### src/rtl/dvp_raw_receiver.sv
// DVP raw (Bayer) receiver: two-stage pipeline with frame/line framing from href and vsync.
// Optional measurement (frame size, line-length check) is compiled in with DVP_RX_MEASURE_EN.
module dvp_raw_receiver #(
    parameter int   BITS  = 8,
    parameter logic H_POL = 1'b0,
    parameter logic V_POL = 1'b1
) (
    input  logic            xclk,
    input  logic            reset_n,
    input  logic            dvp_href,
    input  logic            dvp_hsync,
    input  logic            dvp_vsync,
    input  logic [BITS-1:0] dvp_raw,
    output logic            out_valid,
    output logic [BITS-1:0] out_data,
    output logic            out_sof,
    output logic            out_eol,
    output logic            frame_done,
    output logic [15:0]     frame_width,
    output logic [15:0]     frame_height,
    output logic            err_line
);

    typedef enum logic [1:0] {SYNC, VBLANK, ACTIVE} state_t;

    state_t          state;
    logic            href_s1;
    logic            vsync_s1;
    logic            vsync_prev;
    logic [BITS-1:0] raw_s1;

    logic vs_edge;
    logic enter_active;
    logic valid_nx;
    logic eol_nx;
    logic done_nx;

    // hsync is not used for framing; href alone delimits lines.
    logic hsync_unused;
    assign hsync_unused = dvp_hsync ^ H_POL;

    assign vs_edge      = (vsync_s1 == V_POL) && (vsync_prev != V_POL);
    assign enter_active = (state == VBLANK) && href_s1 && !vs_edge;
    assign valid_nx     = href_s1 && ((state == ACTIVE) || enter_active);
    // Lookahead on raw href marks the last pixel; a vsync edge cuts the line short.
    assign eol_nx       = valid_nx && (!dvp_href || vs_edge);

    always_ff @(posedge xclk) begin
        if (!reset_n) begin
            state      <= SYNC;
            href_s1    <= 1'b0;
            vsync_s1   <= 1'b0;
            vsync_prev <= 1'b0;
            raw_s1     <= '0;
            out_valid  <= 1'b0;
            out_data   <= '0;
            out_sof    <= 1'b0;
            out_eol    <= 1'b0;
            frame_done <= 1'b0;
        end else begin
            href_s1    <= dvp_href;
            vsync_s1   <= dvp_vsync;
            raw_s1     <= dvp_raw;
            vsync_prev <= vsync_s1;
            out_valid  <= valid_nx;
            out_data   <= valid_nx ? raw_s1 : '0;
            out_sof    <= enter_active;
            out_eol    <= eol_nx;
            frame_done <= done_nx;
            case (state)
                SYNC:    if (vs_edge) state <= VBLANK;
                VBLANK:  if (!vs_edge && href_s1) state <= ACTIVE;
                ACTIVE:  if (vs_edge) state <= VBLANK;
                default: state <= SYNC;
            endcase
        end
    end

`ifdef DVP_RX_MEASURE_EN
    logic [15:0] pix_cnt;
    logic [15:0] line_cnt;
    logic [15:0] first_width;
    logic [15:0] line_len;
    logic [15:0] line_inc;

    // Width of the line ending on this pixel, saturating.
    assign line_len = (pix_cnt == 16'hFFFF) ? pix_cnt : pix_cnt + 16'd1;
    assign line_inc = (line_cnt == 16'hFFFF) ? line_cnt : line_cnt + 16'd1;
    assign done_nx  = vs_edge && (state == ACTIVE);

    always_ff @(posedge xclk) begin
        if (!reset_n) begin
            pix_cnt      <= '0;
            line_cnt     <= '0;
            first_width  <= '0;
            frame_width  <= '0;
            frame_height <= '0;
            err_line     <= 1'b0;
        end else begin
            if (valid_nx) pix_cnt <= eol_nx ? 16'd0 : line_len;
            if (eol_nx) begin
                if (line_cnt == 16'd0)
                    first_width <= line_len;
                else if (line_len != first_width)
                    err_line <= 1'b1;
            end
            if (vs_edge) begin
                line_cnt <= '0;
                if (state == ACTIVE) begin
                    frame_width  <= (eol_nx && line_cnt == 16'd0) ? line_len : first_width;
                    frame_height <= eol_nx ? line_inc : line_cnt;
                end
                if (eol_nx) err_line <= 1'b1;
            end else if (eol_nx) begin
                line_cnt <= line_inc;
            end
        end
    end
`else
    logic line_seen;

    // An eol on the edge cycle means the truncated line still counts as seen.
    assign done_nx      = vs_edge && (line_seen || eol_nx);
    assign frame_width  = '0;
    assign frame_height = '0;
    assign err_line     = 1'b0;

    always_ff @(posedge xclk) begin
        if (!reset_n)
            line_seen <= 1'b0;
        else if (vs_edge)
            line_seen <= 1'b0;
        else if (eol_nx)
            line_seen <= 1'b1;
    end
`endif

endmodule

### config.mk
export PLATFORM = sky130hd
export DESIGN_NAME = dvp_raw_receiver
export DESIGN_NICKNAME = d
export VERILOG_FILES = /design/src/rtl/dvp_raw_receiver.sv
export SDC_FILE = /design/constraint.sdc
export NUM_CORES = 1
export LEC_CHECK = 0
export ABC_AREA = 1
export CAP_MARGIN = 10
export CORE_MARGIN = 4
export CORE_UTILIZATION = 38
export DETAILED_ROUTE_END_ITERATION = 16
export PLACE_DENSITY = 0.79
export REMOVE_ABC_BUFFERS = 1
export SLEW_MARGIN = 30
export SYNTH_ARGS = -nofsm -noshare
export SYNTH_HDL_FRONTEND = slang
export SYNTH_SLANG_ARGS = --single-unit
### constraint.sdc
create_clock -name xclk -period 1.02 [get_ports xclk]
set_input_delay 0.153 -clock xclk [delete_from_list [all_inputs] [get_ports xclk]]
set_output_delay 0.153 -clock xclk [all_outputs]
set_load 0.02 [all_outputs]
# Yosys cells after proc, flatten, opt, wreduce, memory -nomap -nowiden
# Index checks and enable logic that the tools add are counted.
# op_classes
addsub	0
multipliers	0
div	0
magnitude_cmp	0
eq_ne	4
shift	0
mux	3
bitwise	2
n_reduce_logical	17
# ops
operator	count
$logic_and A1 B1 Y1	7
$mux W2	2
$ne A2 B1 Y1 const B	2
$pmux W2 S2	1
$reduce_and A2 Y1	2
$reduce_or A2 Y1	2
$logic_or A1 B1 Y1	3
$eq A2 B1 Y1 const B	1
$eq A2 B2 Y1 const B	1
$logic_not A1 Y1	2
$logic_not A2 Y1	1
$not A1 Y1	2
# word_totals
ff_bits	26
latchBits	0
ramBits	0
mem_bits_ro	0
in_bits	13
output_inout_bits	45
memories	0

# Logic depth before layout (Yosys ltp)
# depth
ltp_word	9
depth_mapped	6
depth_no_buf	6

# Worst setup path after synthesis
# OpenSTA, ideal clock, no wires.
# synth_path
path_kind	register -> register
startpoint	register state[0]
endpoint	register frame_done
setup_time_ps	70
t_arrival_ps	768
t_required_ps	950
slack_ps	183
stages_incl_launch_ff	7
synth_period_minus_slack_ps	837
path_cell_list	dfxtp_1 -> inv_2 -> nor2_4 -> nand3_2 -> nand2_4 -> nand2_4 -> a21oi_1
# synth_via
elab_chain_len	8
word_cells_on_any_way	9
# synth_lines
element	line	rtl
start: declaration	26	state_t state;
start signal: assignment	50	state <= SYNC;
start signal: assignment	71	SYNC: if (vs_edge) state <= VBLANK;
start signal: assignment	72	VBLANK: if (!vs_edge && href_s1) state <= ACTIVE;
$eq A2 B1 Y1	43	assign enter_active = (state == VBLANK) && href_s1 && !vs_edge;
$logic_and A1 B1 Y1 (2 in series)	43	
$logic_or A1 B1 Y1 *	44	assign valid_nx = href_s1 && ((state == ACTIVE) || enter_active);
$logic_and A1 B1 Y1 *	44	
$logic_and A1 B1 Y1 *	46	assign eol_nx = valid_nx && (!dvp_href || vs_edge);
$logic_or A1 B1 Y1 *	123	assign done_nx = vs_edge && (line_seen || eol_nx);
$logic_and A1 B1 Y1 *	123	
end signal: assignment	69	frame_done <= done_nx;
end: declaration	18	output logic frame_done,
# Mark *: on every way between the ends. The rest lies on a longest branch, timed or not.
# A chain may end at the register's enable or synchronous reset.

# Worst setup path after layout
# layout_path
startpoint	register state[1]
endpoint	register out_data[7]
# layout_via
elab_chain_len	6
word_cells_on_any_way	7
# layout_lines
element	line	rtl
$eq A2 B1 Y1	43	
$logic_and A1 B1 Y1 (2 in series)	43	
$logic_or A1 B1 Y1 *	44	
$logic_and A1 B1 Y1 *	44	
$reduce_and A2 Y1 (no line) *	n/a	
end signal: assignment	66	out_data <= valid_nx ? raw_s1 : '0;
end: declaration	15	output logic [BITS-1:0] out_data,
# Marked as above.

==> impl_metrics.toml <==
[status]
status = "finished, final reports clean"

[floorplan]
initial_core_util_pct = 41.42
dieArea_mm2 = 0.003709
core_mm2 = 0.002567
fp.dieW_um = 60.91
die_h_um = 60.91
ioPinCount = 58
fp-row-count = 18

[place]
placedInstanceArea_mm2 = 0.001234
globalplace.congestion = 0.6299
numPortBuffers = 23
placed_cells = 179
dp_hpwl_um = 1244
pre_cts_slack_ns = -0.08011

[synthesis]
synth.area.top_cells = "dfxtp_1, buf_4, inv_1"
ys_warn_count = 0
syn_area_mm2 = 0.001064
synth_cells = 125
ys_ff_latch = 26
yosys.area.top_type_share_pct = 48.94
syn_area_per_cell_um2 = 8.508
ys_seq_area_share_pct = 48.94
synth_top_cell_by_area = "dfxtp_1"
yosysUniqueCellTypes = 14

[global_routing]
grt_max_degree = 16
overflow = 0
grt_util_met3_pct = 4.255
gr-max-usage-layer = "met2"
grt_pass1_wl_um = 2311
grt_pass1_vias = 606
grtUsageMet1_pct = 8.279
antenna_found_initial = 0
grt.total_usage_pct = 8.643
met2_usage_pct = 15.11

[route]
remaining_drc_errors = 0
drt_iter0_drc = 15
drtPass1Iterations = 4
vias_per_cell = 3.727
antenna_left = 0
via_count = 682
wl_um = 1564
wl_per_cell_um = 8.546

[finish]
final_area_mm2 = 0.001245
fin_nets = 167
drive_above_1_share_pct = 18.30
diodes = 0
fillCellCount = 265
syn2layout_area_growth_pct = 17.06
finalCoreUtilization_pct = 48.49
fin_cells = 183

[worst_setup_path]
r2r_cells = 5
crit_end = "out_data[7]"
critical_path_class = "reg2reg"
regToRegStartpoint = "state[1]"
crit_start = "state[1]"
endpoint_kind = "flip-flop"
ff2ff_setup_slack_ns = 0.07
path_max_fanout = 9
critical_path.startpoint_type = "flip-flop"
worstReg2RegEnd = "out_data[7]"
arrival_ns = 1.22
crit_required_ns = 1.28

[cts]
cts.clk_slew.worst_paths_ns = 0.13
cts_made_buffers = 3
clock_latency_ns = 0.31
cts-root-buf = "clkbuf_4"
clkSinkCount = 26
clk_path_buf_depth = 2
tritoncts = "built"
post_cts_buffers = 0
htreeDepth = 1

[timing]
rsz0062_at_grt = "false"
fmax_ghz = 1.047
tns_ns = 0
setup_viol = 0
finalCritPeriodShare_pct = 93.60
period_needed_ns = 0.9547
setup_ws_ns = 0.06528
hold_viol_final = 0
finalMaxSlewViolations = 0
hold_slack_ns = 0.3507
finClkSkew_ns = 0.006592

[power]
p_total_mw = 1.980
cellPowerDensity_mw_per_mm2 = 1590
ir_worst_vdd_mv = 1.196
cellLeakagePower_nw = 0.7027

[run]
timing.max_cap.violations = 0

[worst_hold_path]
hold_class = "in2reg"
## final cells by class
cell class | instances | area (um^2) | area share [%]
Multi-Input combinational cell | 72 | 331.6 | 26.63
Inverter | 25 | 93.84 | 7.538
Sequential cell | 26 | 521.8 | 41.91
Clock inverter | 1 | 30.03 | 2.412
Clock buffer | 3 | 22.52 | 1.809
Timing Repair Buffer | 26 | 207.7 | 16.68
Tap cell | 30 | 37.54 | 3.015
## synthesized netlist by cell type (all sizes together)
master,number
buf,34
nand3,3
nand2,21
a21oi,4
nor2,11
conb,1
inv,25
dfxtp,26
## layer usage
metal | wire [um] | vias up
met4 | 29 | 0
li1 | - | 347
met1 | 522 | 290
met2 | 746 | 43
met5 | 0 | -
met3 | 265 | 2
## worst min-delay path by stage
stage / from / end / slack, ns / cells after the start
after detailed placement: raw_s1[4] / out_data[4] / 0.40 / 2
after global routing: dvp_raw[7] / raw_s1[7] / 0.35 / 3
final: dvp_raw[7] / raw_s1[7] / 0.35 / 3
after floorplan: dvp_href / href_s1 / 0.25 / 2
after global placement: raw_s1[3] / out_data[3] / 0.40 / 2
after CTS: dvp_raw[1] / raw_s1[1] / 0.34 / 3
## sequential cells by signal, summed over array words and instances (netlist names)
register,count
out_data,8
out_valid,1
line_seen,1
vsync_prev,1
vsync_s1,1
href_s1,1
out_sof,1
raw_s1,8
out_eol,1
state,2
frame_done,1
## worst max-delay path, cell delays in order (launching register included)
cell	delay, ns
dfxtp_1	0.37
nor2_4	0.16
nand3_4	0.10
nand2_4	0.09
nand2_4	0.09
nor2_1	0.10
## layout by cell type, fill, tap and decap left out, drive strengths merged
master,count
a21oi,4
conb,33
inv,25
bufinv,1
nand3,3
nor2,11
buf,15
clkbuf,3
nand2,21
dfxtp,26
clkdlybuf4s50,11
## what timing repair did
item	CTS	global route
setup endpoints to repair	12	11
hold endpoints to repair	0	0
resized for setup	48	5
hold buffers	0	0
## power by group
group	total, mW	internal, mW	switching (mW)
registers	1.06	1.05	0.0125
clock network	0.676	0.397	0.279
logic	0.246	0.0731	0.172
## cell families (layout without fill, tap and decap cells)
family	Yosys count	in the layout	share of synthesized area (%)
AOI/OAI and AO/OA	4	4	1.882
buffers and inverters	59	55	32.59
DFF	26	26	48.94
other	1	33	0.3526
and+or+nand+nor	35	35	16.24
No activity file was read; power rests on OpenSTA's default activity.
